<file path="src/rtl/spi_reg_ctrl.sv">
// -----------------------------------------------------------------------------
// spi_reg_ctrl
//
// Register-access controller that sits between an SPI slave shifter and a
// configuration register file. Each frame starts with a command byte:
// bit DATA_WDT-1 selects read (1) or write (0), and the low ADDR_WDT bits
// give the start address. Every following word then either writes the next
// register or returns the next register's contents. The address
// auto-increments and wraps. Reads are prefetched, so the next word is
// already in txData when the shifter loads it.
//
// Ports
//   clk        system clock
//   reset      synchronous reset, active-high
//   ssel       raw slave select, active low, asynchronous
//   rxRdy      raw word-received strobe, asynchronous (rise = rxData valid)
//   rxData     received word, stable >= 4 clk after rxRdy rise
//   txLoad     raw strobe, asynchronous (rise = txData consumed by shifter)
//   txData     next word for the shifter to transmit
//   regAddr    register bus address
//   regWr      one-cycle write strobe
//   regWrData  write data, valid with regWr
//   regRd      one-cycle read strobe
//   regRdData  read data, valid one clk after regRd
//   busy       high while a frame is active
//   frameDone  one-cycle pulse when a frame with >= 1 complete word ends
// -----------------------------------------------------------------------------
module spi_reg_ctrl #(
    parameter int DATA_WDT    = 8,
    parameter int ADDR_WDT    = DATA_WDT - 1,
    parameter int SYNC_STAGES = 2
) (
    input  logic                clk,
    input  logic                reset,
    input  logic                ssel,
    input  logic                rxRdy,
    input  logic [DATA_WDT-1:0] rxData,
    input  logic                txLoad,
    output logic [DATA_WDT-1:0] txData,
    output logic [ADDR_WDT-1:0] regAddr,
    output logic                regWr,
    output logic [DATA_WDT-1:0] regWrData,
    output logic                regRd,
    input  logic [DATA_WDT-1:0] regRdData,
    output logic                busy,
    output logic                frameDone
);

    typedef enum logic [2:0] {
        IDLE,
        CMD,
        WRITE,
        RD_ISSUE,
        RD_CAP,
        READ
    } state_t;

    localparam int                N_SYNC   = 3;
    localparam logic [ADDR_WDT-1:0] ADDR_ONE = ADDR_WDT'(1);
    localparam logic [1:0]        CNT_MAX  = 2'd3;

    // ------------------------------------------------------------------
    // Synchronizers: bit 0 = ssel, bit 1 = rxRdy, bit 2 = txLoad.
    // Chains clear to 0. An idle-high ssel therefore shows a rise
    // right after reset, which is harmless because IDLE ignores it.
    // ------------------------------------------------------------------
    logic [N_SYNC-1:0] async_in;
    logic [N_SYNC-1:0] sync_q;
    logic [N_SYNC-1:0] sync_d_reg;
    logic [N_SYNC-1:0] rise;
    logic [N_SYNC-1:0] fall;

    assign async_in = {txLoad, rxRdy, ssel};

    generate
        for (genvar gi = 0; gi < N_SYNC; gi++) begin : g_sync
            logic [SYNC_STAGES-1:0] chain_reg;

            always_ff @(posedge clk) begin
                if (reset) begin
                    chain_reg <= '0;
                end else begin
                    chain_reg <= {chain_reg[SYNC_STAGES-2:0], async_in[gi]};
                end
            end

            assign sync_q[gi] = chain_reg[SYNC_STAGES-1];
        end
    endgenerate

    always_ff @(posedge clk) begin
        if (reset) begin
            sync_d_reg <= '0;
        end else begin
            sync_d_reg <= sync_q;
        end
    end

    assign rise = sync_q & ~sync_d_reg;
    assign fall = ~sync_q & sync_d_reg;

    logic sel_fall;
    logic sel_rise;
    logic rx_ev;
    logic tx_ev;

    assign sel_fall = fall[0];
    assign sel_rise = rise[0];
    assign rx_ev    = rise[1];
    assign tx_ev    = rise[2];

    // ------------------------------------------------------------------
    // Control state
    // ------------------------------------------------------------------
    state_t              state_reg,   state_next;
    logic [ADDR_WDT-1:0] addr_reg,    addr_next;
    logic [DATA_WDT-1:0] tx_reg,      tx_next;
    logic                wr_reg,      wr_next;
    logic [DATA_WDT-1:0] wr_data_reg, wr_data_next;
    logic [1:0]          cnt_reg,     cnt_next;   // saturating word count
    logic                done_reg,    done_next;

    always_ff @(posedge clk) begin
        if (reset) begin
            state_reg   <= IDLE;
            addr_reg    <= '0;
            tx_reg      <= '0;
            wr_reg      <= 1'b0;
            wr_data_reg <= '0;
            cnt_reg     <= '0;
            done_reg    <= 1'b0;
        end else begin
            state_reg   <= state_next;
            addr_reg    <= addr_next;
            tx_reg      <= tx_next;
            wr_reg      <= wr_next;
            wr_data_reg <= wr_data_next;
            cnt_reg     <= cnt_next;
            done_reg    <= done_next;
        end
    end

    always_comb begin
        state_next   = state_reg;
        addr_next    = addr_reg;
        tx_next      = tx_reg;
        wr_next      = 1'b0;
        wr_data_next = wr_data_reg;
        cnt_next     = cnt_reg;
        done_next    = 1'b0;

        // The address advances the cycle after each write strobe.
        if (wr_reg) begin
            addr_next = addr_reg + ADDR_ONE;
        end

        if (state_reg != IDLE && rx_ev && cnt_reg != CNT_MAX) begin
            cnt_next = cnt_reg + 2'd1;
        end

        case (state_reg)
            IDLE: begin
                tx_next = '0;
                if (sel_fall) begin
                    state_next = CMD;
                    cnt_next   = '0;
                end
            end
            CMD: begin
                // The command word goes out as txData=0, so txEv is ignored.
                if (rx_ev) begin
                    addr_next  = rxData[ADDR_WDT-1:0];
                    state_next = rxData[DATA_WDT-1] ? RD_ISSUE : WRITE;
                end
            end
            WRITE: begin
                if (rx_ev) begin
                    wr_next      = 1'b1;
                    wr_data_next = rxData;
                end
            end
            RD_ISSUE: begin
                state_next = RD_CAP;
            end
            RD_CAP: begin
                tx_next    = regRdData;
                addr_next  = addr_reg + ADDR_ONE;
                state_next = READ;
            end
            READ: begin
                // The shifter just took txData, so prefetch the next word.
                // Dummy MOSI words are ignored here.
                if (tx_ev) begin
                    state_next = RD_ISSUE;
                end
            end
            default: begin
                state_next = IDLE;
            end
        endcase

        // Frame end wins over any same-cycle rx/tx event. A write strobe
        // already on the bus still completes, so its address step is kept.
        // A read capture in flight is simply dropped.
        if (state_reg != IDLE && sel_rise) begin
            state_next   = IDLE;
            wr_next      = 1'b0;
            wr_data_next = wr_data_reg;
            tx_next      = '0;
            addr_next    = wr_reg ? (addr_reg + ADDR_ONE) : addr_reg;
            cnt_next     = cnt_reg;
            done_next    = (cnt_reg != 2'd0);
        end
    end

    assign txData    = tx_reg;
    assign regAddr   = addr_reg;
    assign regWr     = wr_reg;
    assign regWrData = wr_data_reg;
    assign regRd     = (state_reg == RD_ISSUE);
    assign busy      = (state_reg != IDLE);
    assign frameDone = done_reg;

endmodule
</file>
<file path="config.mk">
export PLATFORM = sky130hd
export DESIGN_NAME = spi_reg_ctrl
export DESIGN_NICKNAME = d
export VERILOG_FILES = /design/src/rtl/spi_reg_ctrl.sv
export SDC_FILE = /design/constraint.sdc
export NUM_CORES = 1
export LEC_CHECK = 0
export BUFFER_PORTS_ARGS = -buffer_cell sky130_fd_sc_hd__buf_2
export CAP_MARGIN = 20
export CORE_MARGIN = 5
export CORE_UTILIZATION = 56
export CTS_CLUSTER_DIAMETER = 150
export CTS_CLUSTER_SIZE = 10
export DETAILED_ROUTE_END_ITERATION = 10
export PLACE_DENSITY = 0.84
export SETUP_SLACK_MARGIN = 0.05
export SYNTH_ARGS = -nofsm -noshare
export SYNTH_HDL_FRONTEND = slang
export SYNTH_SLANG_ARGS = --single-unit
</file>
<file path="constraint.sdc">
create_clock -name clk -period 4.29 [get_ports clk]
set_input_delay 0.858 -clock clk [delete_from_list [all_inputs] [get_ports clk]]
set_output_delay 0.858 -clock clk [all_outputs]
set_load 0.01 [all_outputs]
</file>
==> flow_metrics.py, run 1 <==
metrics = {
    "cts": {
        "clk_pin_slew_ns": 0.11,
        "cts.sinks": 39,
        "insertion_delay_ns": 0.34,
        "clockRootBuffer": "clkbuf_4",
        "post_cts_buffers": 0,
        "postCtsHoldBufs": 0,
        "clockBufferDepth": 2,
        "cts-htree-levels": 2,
        "cts_inserted_buffers": 5,
        "cts_resized": 0,
        "cts_tree": "yes",
    },
    "worst_setup_path": {
        "r2r_cells": 3,
        "required_ns": 3.43,
        "r2r_start": "state_reg[2]",
        "crit_arrival_ns": 1.63,
        "cp-end-kind": "output port",
        "worst_setup_path_start_kind": "register",
        "r2r-end": "regAddr[2]",
        "r2r_setup_slack_ns": 2.28,
        "criticalPathCategory": "register to output port",
        "path_max_fanout": 21,
    },
    "hold_path": {
        "hold_path_depth": 1,
        "hold_class": "register to register",
        "min-delay-start": "g_sync[1].chain_reg[0]",
        "min_to": "g_sync[1].chain_reg[1]",
    },
    "synthesis": {
        "synth_top_cell_by_area": "dfxtp_1",
        "synth-async-reset-ratio_pct": 0,
        "yosys_warnings": 0,
        "syn-num-nets": 229,
        "synth.most_common_cell": "dfxtp_1",
        "netlist_area_um2": 1830,
        "synth_seq_cells": 39,
        "synth.distinct_cells": 44,
        "synth_top_area_share_pct": 42.7,
        "synth_edf_count": 0,
        "ys_seq_area_share_pct": 42.7,
        "postSynthCellCount": 205,
        "avgSynthCellArea_um2": 8.91,
        "yosys-top-cells-area": "dfxtp_1, mux2i_1, nor2b_1",
        "synth_commonest_cells": "dfxtp_1, nor2_1, a21oi_1, nand2_1, nor2b_1",
        "synthFlopType": "dfxtp_1",
    },
    "placement": {
        "hpwl_um": 2750,
        "place_ws_ns": 2.10,
        "place_area_um2": 2050,
        "portBuffers": 47,
        "post-place-cells": 283,
        "gp_congestion": 0.876,
    },
    "cells_and_area": {
        "final_core_util_pct": 67.9,
        "layout.nets": 270,
        "synthToLayoutAreaGrowth_pct": 15.3,
        "layout-drive-gt1-share_pct": 24.3,
        "final_cells": 291,
        "fill_cells": 303,
        "diodes": 0,
        "stdcell_area_um2": 2110,
    },
    "drt": {
        "drt_wl_total_um": 3770,
        "vias": 1573,
        "drtIter0Drc": 167,
        "drc": 0,
        "wire_per_inst_um": 12.9,
        "firstDrtPassIters": 4,
        "ant_nets": 0,
        "vias_per_cell": 5.41,
    },
    "floorplanning": {
        "die_h_um": 67.1,
        "die_w_um": 67.1,
        "core_um2": 3100,
        "rows": 20,
        "initial_core_util_pct": 58.9,
        "fp.dieArea_um2": 4500,
        "pin_count": 48,
    },
    "timing": {
        "setup_viol": 0,
        "max_slew_margin_pct": 44.5,
        "finalHoldViolations": 0,
        "worstMarginPinSlew_ns": 0.826,
        "fin_ws_ns": 1.80,
        "rsz0062_at_grt": "no",
        "clock_skew_ns": 0.00910,
        "period_share_pct": 58.1,
        "hold-worst-slack_ns": 0.449,
        "drv_slew": 0,
        "setup_tns_ns": 0,
        "fmax_mhz": 401,
        "fin_crit_ns": 2.49,
    },
    "global_routing": {
        "grt_pass1_vias": 1391,
        "grt_max_degree": 27,
        "grt_pass1_wl_um": 6180,
        "track_usage_pct": 18.0,
        "antenna_found_initial": 0,
        "overflow": 0,
    },
    "run_status": {
        "status": "finished clean",
    },
    "pwr": {
        "switching_power_mw": 0.160,
        "internal_power_mw": 0.461,
        "clkPwrFrac_pct": 28.9,
        "max-vdd-ir-drop_v": 0.000207,
        "power_frac_seq_pct": 61.3,
        "power_leakage_nw": 0.961,
        "total_power_mw": 0.622,
        "combPwrFrac_pct": 9.8,
        "switching_share_pct": 25.8,
        "powerDensity_nw_per_um2": 295,
    },
    "run": {
        "max_cap_viol_count": 0,
    },
}
how the worst max path moves through the flow:
stage	end	cells past startpoint	start
2_1_floorplan	regAddr[4]	5	reset
3_3_place_gp	regAddr[2]	4	reset
3_5_place_dp	regAddr[2]	4	reset
4_1_cts	busy	3	state_reg[2]
5_1_grt	busy	3	state_reg[2]
6_report	busy	3	state_reg[2]
power by group through the flow:
stage | registers, mW | logic [mW] | clock network [mW]
4_1_cts | 0.381 | 0.0611 | 0.186
5_1_grt | 0.383 | 0.0672 | 0.207
3_5_place_dp | 0.389 | 0.0606 | 0
2_1_floorplan | 0.388 | 0.0391 | 0
3_3_place_gp | 0.389 | 0.0592 | 0
6_report | 0.381 | 0.0606 | 0.180
cells by family after synthesis:
kind of cell	synth area share (%)
AND/OR/NAND/NOR	24.6
AO/OA/AOI/OAI	17.7
flip-flops	42.7
buffers and inverters	4.52
multiplexers	6.03
XOR/XNOR	2.40
adder cells (fa/ha/maj)	2.06
area by class of cell:
class                   count  area, um^2  share of cell area [%]
multi-input cells         148         963                    45.7
inverters                   5        18.8                   0.891
repair buffers             47         235                    11.2
flip-flops and latches     39         781                    37.1
clock buffers               6        41.3                    1.96
well taps                  44        55.1                    2.61
clock inverters             2        12.5                   0.594
layout by cell type (no fill, tap or decap), types with 2 or more instances in the layout:
master	instances
dfxtp_1	39
nand3_1	12
nand2_1	14
nand3b_1	4
o22ai_2	4
o21ai_0	7
nand2b_1	4
nor2b_1	13
buf_2	47
ha_1	3
mux2i_1	11
a31oi_1	3
nor3_1	2
o21ai_1	2
a32oi_1	2
inv_1	5
nor3b_1	3
xnor2_1	3
nand4_1	2
xor2_1	2
clkbuf_4	5
and3_1	6
and4_1	3
nor2_1	15
a21oi_1	14
a31o_1	4
critical path, stage by stage (launching register included):
cell	delay (ns)
dfxtp_1	0.53
nor3_1	0.54
inv_1	0.07
buf_2	0.15
per-layer routing:
layer  up-vias  GRT usage, %  wire, um
li1        812             -         -
met3         4          5.56       230
met5         -             0         0
met4         0          6.33        37
met2        35          28.7      1780
met1       722          22.8      1720
(Power assumes the default switching activity.)
==> run 2, diff against run 1 <==
Settings changed: ABC_AREA set to 1, CORE_UTILIZATION 56 to 47, PLACE_DENSITY 0.84 to 0.75.
Clock period 4.29 ns to 2.05 ns, I/O delays scaled along.
==> flow_metrics.py, run 2 <==
metrics = {
    "floorplanning": {
        "initial_core_util_pct": 47.7,
        "fp.dieArea_um2": 5340,
        "core_um2": 3910,
        "die_h_um": 73.0,
        "die_w_um": 73.0,
        "pin_count": 48,
        "rows": 23,
    },
    "cts": {
        "cts-htree-levels": 2,
        "cts_inserted_buffers": 5,
        "postCtsHoldBufs": 0,
        "insertion_delay_ns": 0.29,
        "cts.sinks": 39,
        "clockRootBuffer": "clkbuf_8",
        "cts_resized": 0,
        "cts_tree": "yes",
        "post_cts_buffers": 0,
        "clockBufferDepth": 2,
        "clk_pin_slew_ns": 0.08,
    },
    "timing": {
        "period_share_pct": 86.2,
        "worstMarginPinSlew_ns": 0.480,
        "fin_ws_ns": 0.283,
        "setup_tns_ns": 0,
        "finalHoldViolations": 0,
        "setup_viol": 0,
        "clock_skew_ns": 0.00332,
        "drv_slew": 0,
        "fin_crit_ns": 1.77,
        "max_slew_margin_pct": 67.9,
        "rsz0062_at_grt": "no",
        "fmax_mhz": 566,
    },
    "worst_setup_path": {
        "path_max_fanout": 12,
        "r2r_cells": 7,
        "r2r_setup_slack_ns": 0.44,
        "worst_setup_path_start_kind": "register",
        "required_ns": 1.64,
        "r2r-end": "regAddr[5]",
        "cp-end-kind": "output port",
        "criticalPathCategory": "register to output port",
        "r2r_start": "state_reg[1]",
        "crit_arrival_ns": 1.36,
    },
    "global_routing": {
        "antenna_found_initial": 0,
        "grt_use_met2_pct": 25.9,
        "track_usage_pct": 16.2,
        "met3_usage_pct": 4.96,
        "overflow": 0,
        "grt.busiest_layer": "met2",
        "grt_pass1_wl_um": 6780,
        "grt_max_degree": 15,
        "met1_usage_pct": 20.6,
        "grt_pass1_vias": 1583,
    },
    "synthesis": {
        "synth.most_common_cell": "nand2_1",
        "ys_seq_area_share_pct": 41.8,
        "synthFlopType": "dfxtp_1",
        "syn-num-nets": 282,
        "netlist_area_um2": 1870,
        "synth-async-reset-ratio_pct": 0,
        "yosys_warnings": 0,
        "synth.distinct_cells": 31,
        "synth_edf_count": 0,
        "synth_top_area_share_pct": 41.8,
        "postSynthCellCount": 258,
        "synth_commonest_cells": "nand2_1, dfxtp_1, inv_1",
        "yosys-top-cells-area": "dfxtp_1, nand2_1, inv_1",
        "synth_seq_cells": 39,
        "synth_top_cell_by_area": "dfxtp_1",
        "avgSynthCellArea_um2": 7.24,
    },
    "drt": {
        "drc": 0,
        "drtIter0Drc": 93,
        "ant_nets": 0,
        "vias": 1764,
        "vias_per_cell": 4.96,
        "firstDrtPassIters": 4,
        "drt_wl_total_um": 4190,
        "wire_per_inst_um": 11.8,
    },
    "cells_and_area": {
        "seqCellArea_um2": 781,
        "multi_input_area_um2": 898,
        "layout-drive-gt1-share_pct": 23.5,
        "final_common_cell": "nand2_1",
        "synthToLayoutAreaGrowth_pct": 18.4,
        "diodes": 0,
        "mostFrequentLayoutCells": "nand2_1, buf_2, dfxtp_1",
        "fill_cells": 398,
        "layout.nets": 329,
        "stdcell_area_um2": 2210,
    },
    "run": {
        "max_cap_viol_count": 0,
    },
    "run_status": {
        "status": "finished clean",
    },
    "pwr": {
        "max-vdd-ir-drop_v": 0.000340,
        "total_power_mw": 1.40,
        "power_leakage_nw": 1.07,
        "powerDensity_nw_per_um2": 635,
    },
    "hold_path": {
        "min-delay-start": "rxRdy",
        "hold_path_depth": 3,
        "min_to": "g_sync[1].chain_reg[0]",
        "hold_class": "input port to register",
    },
    "placement": {
        "place_ws_ns": 0.498,
        "place_area_um2": 2120,
        "portBuffers": 47,
        "gp_congestion": 0.895,
        "hpwl_um": 3180,
    },
}
run 2: cell count changes after synthesis, moves of 5 or more:
| cell | change |
|---|---|
| nand2_1 | +55 |
| inv_1 | +27 |
| nor2b_1 | -13 |
| o21ai_0 | +12 |
| mux2i_1 | -11 |
| nand3_1 | +7 |
| and3_1 | -6 |
| nor2_1 | +5 |
run 2: worst max path at each step:
stage | from | end | slack [ns] | depth (start not counted)
3_5_place_dp | state_reg[1] | regAddr[5] | 0.50 | 7
6_report | state_reg[1] | regRd | 0.28 | 3
4_1_cts | state_reg[1] | regRd | 0.28 | 3
5_1_grt | state_reg[1] | regRd | 0.19 | 3
2_1_floorplan | regAddr[0] | regAddr[6] | 0.72 | 10
3_3_place_gp | state_reg[1] | regAddr[5] | 0.55 | 7
run 2: metal layers:
layer | share of wire (%) | routed length [um]
met1 | 45 | 1910
met2 | 48 | 2000
met3 | 5.5 | 229
met4 | 1.5 | 62
met5 | 0 | 0
run 2: final cells by class:
cell class	count	area share, %
Tap cell	50	2.83
Sequential cell	39	35.3
Timing Repair Buffer	47	10.6
Clock inverter	3	1.07
Inverter	37	6.45
Clock buffer	5	3.11
Multi-Input combinational cell	175	40.6
run 2: cells by family after synthesis:
kind of cell | Yosys count | share of synthesized area (%)
buffers and inverters | 44 | 10.1
AND/OR/NAND/NOR | 118 | 29.6
flip-flops | 39 | 41.8
AO/OA/AOI/OAI | 52 | 15.5
adder cells (fa/ha/maj) | 3 | 2.01
XOR/XNOR | 2 | 0.938
run 2: where the power goes:
group          switching, mW  leakage, nW  internal [mW]
Clock                  0.295       0.0408          0.243
Combinational         0.0587        0.713         0.0335
Sequential           0.00806        0.316          0.766
Total                  0.362         1.07           1.04
run 2: worst max-delay path, cell delays in order, from the launching register on:
cell	delay (ns)
dfxtp_1	0.63
inv_1	0.11
nor2_1	0.17
buf_2	0.16
run 2: metrics by stage:
| step | instances | hold slack, ns | utilization [%] |
|---|---|---|---|
| after detailed placement | 348 | 0.394 | 54.2 |
| after CTS | 356 | 0.304 | 56.5 |
| final | 356 | 0.310 | 56.5 |
| after global routing | 356 | 0.308 | 56.5 |
| after global placement | 348 | 0.389 | 54.2 |
| after floorplan | 258 | 0.388 | - |
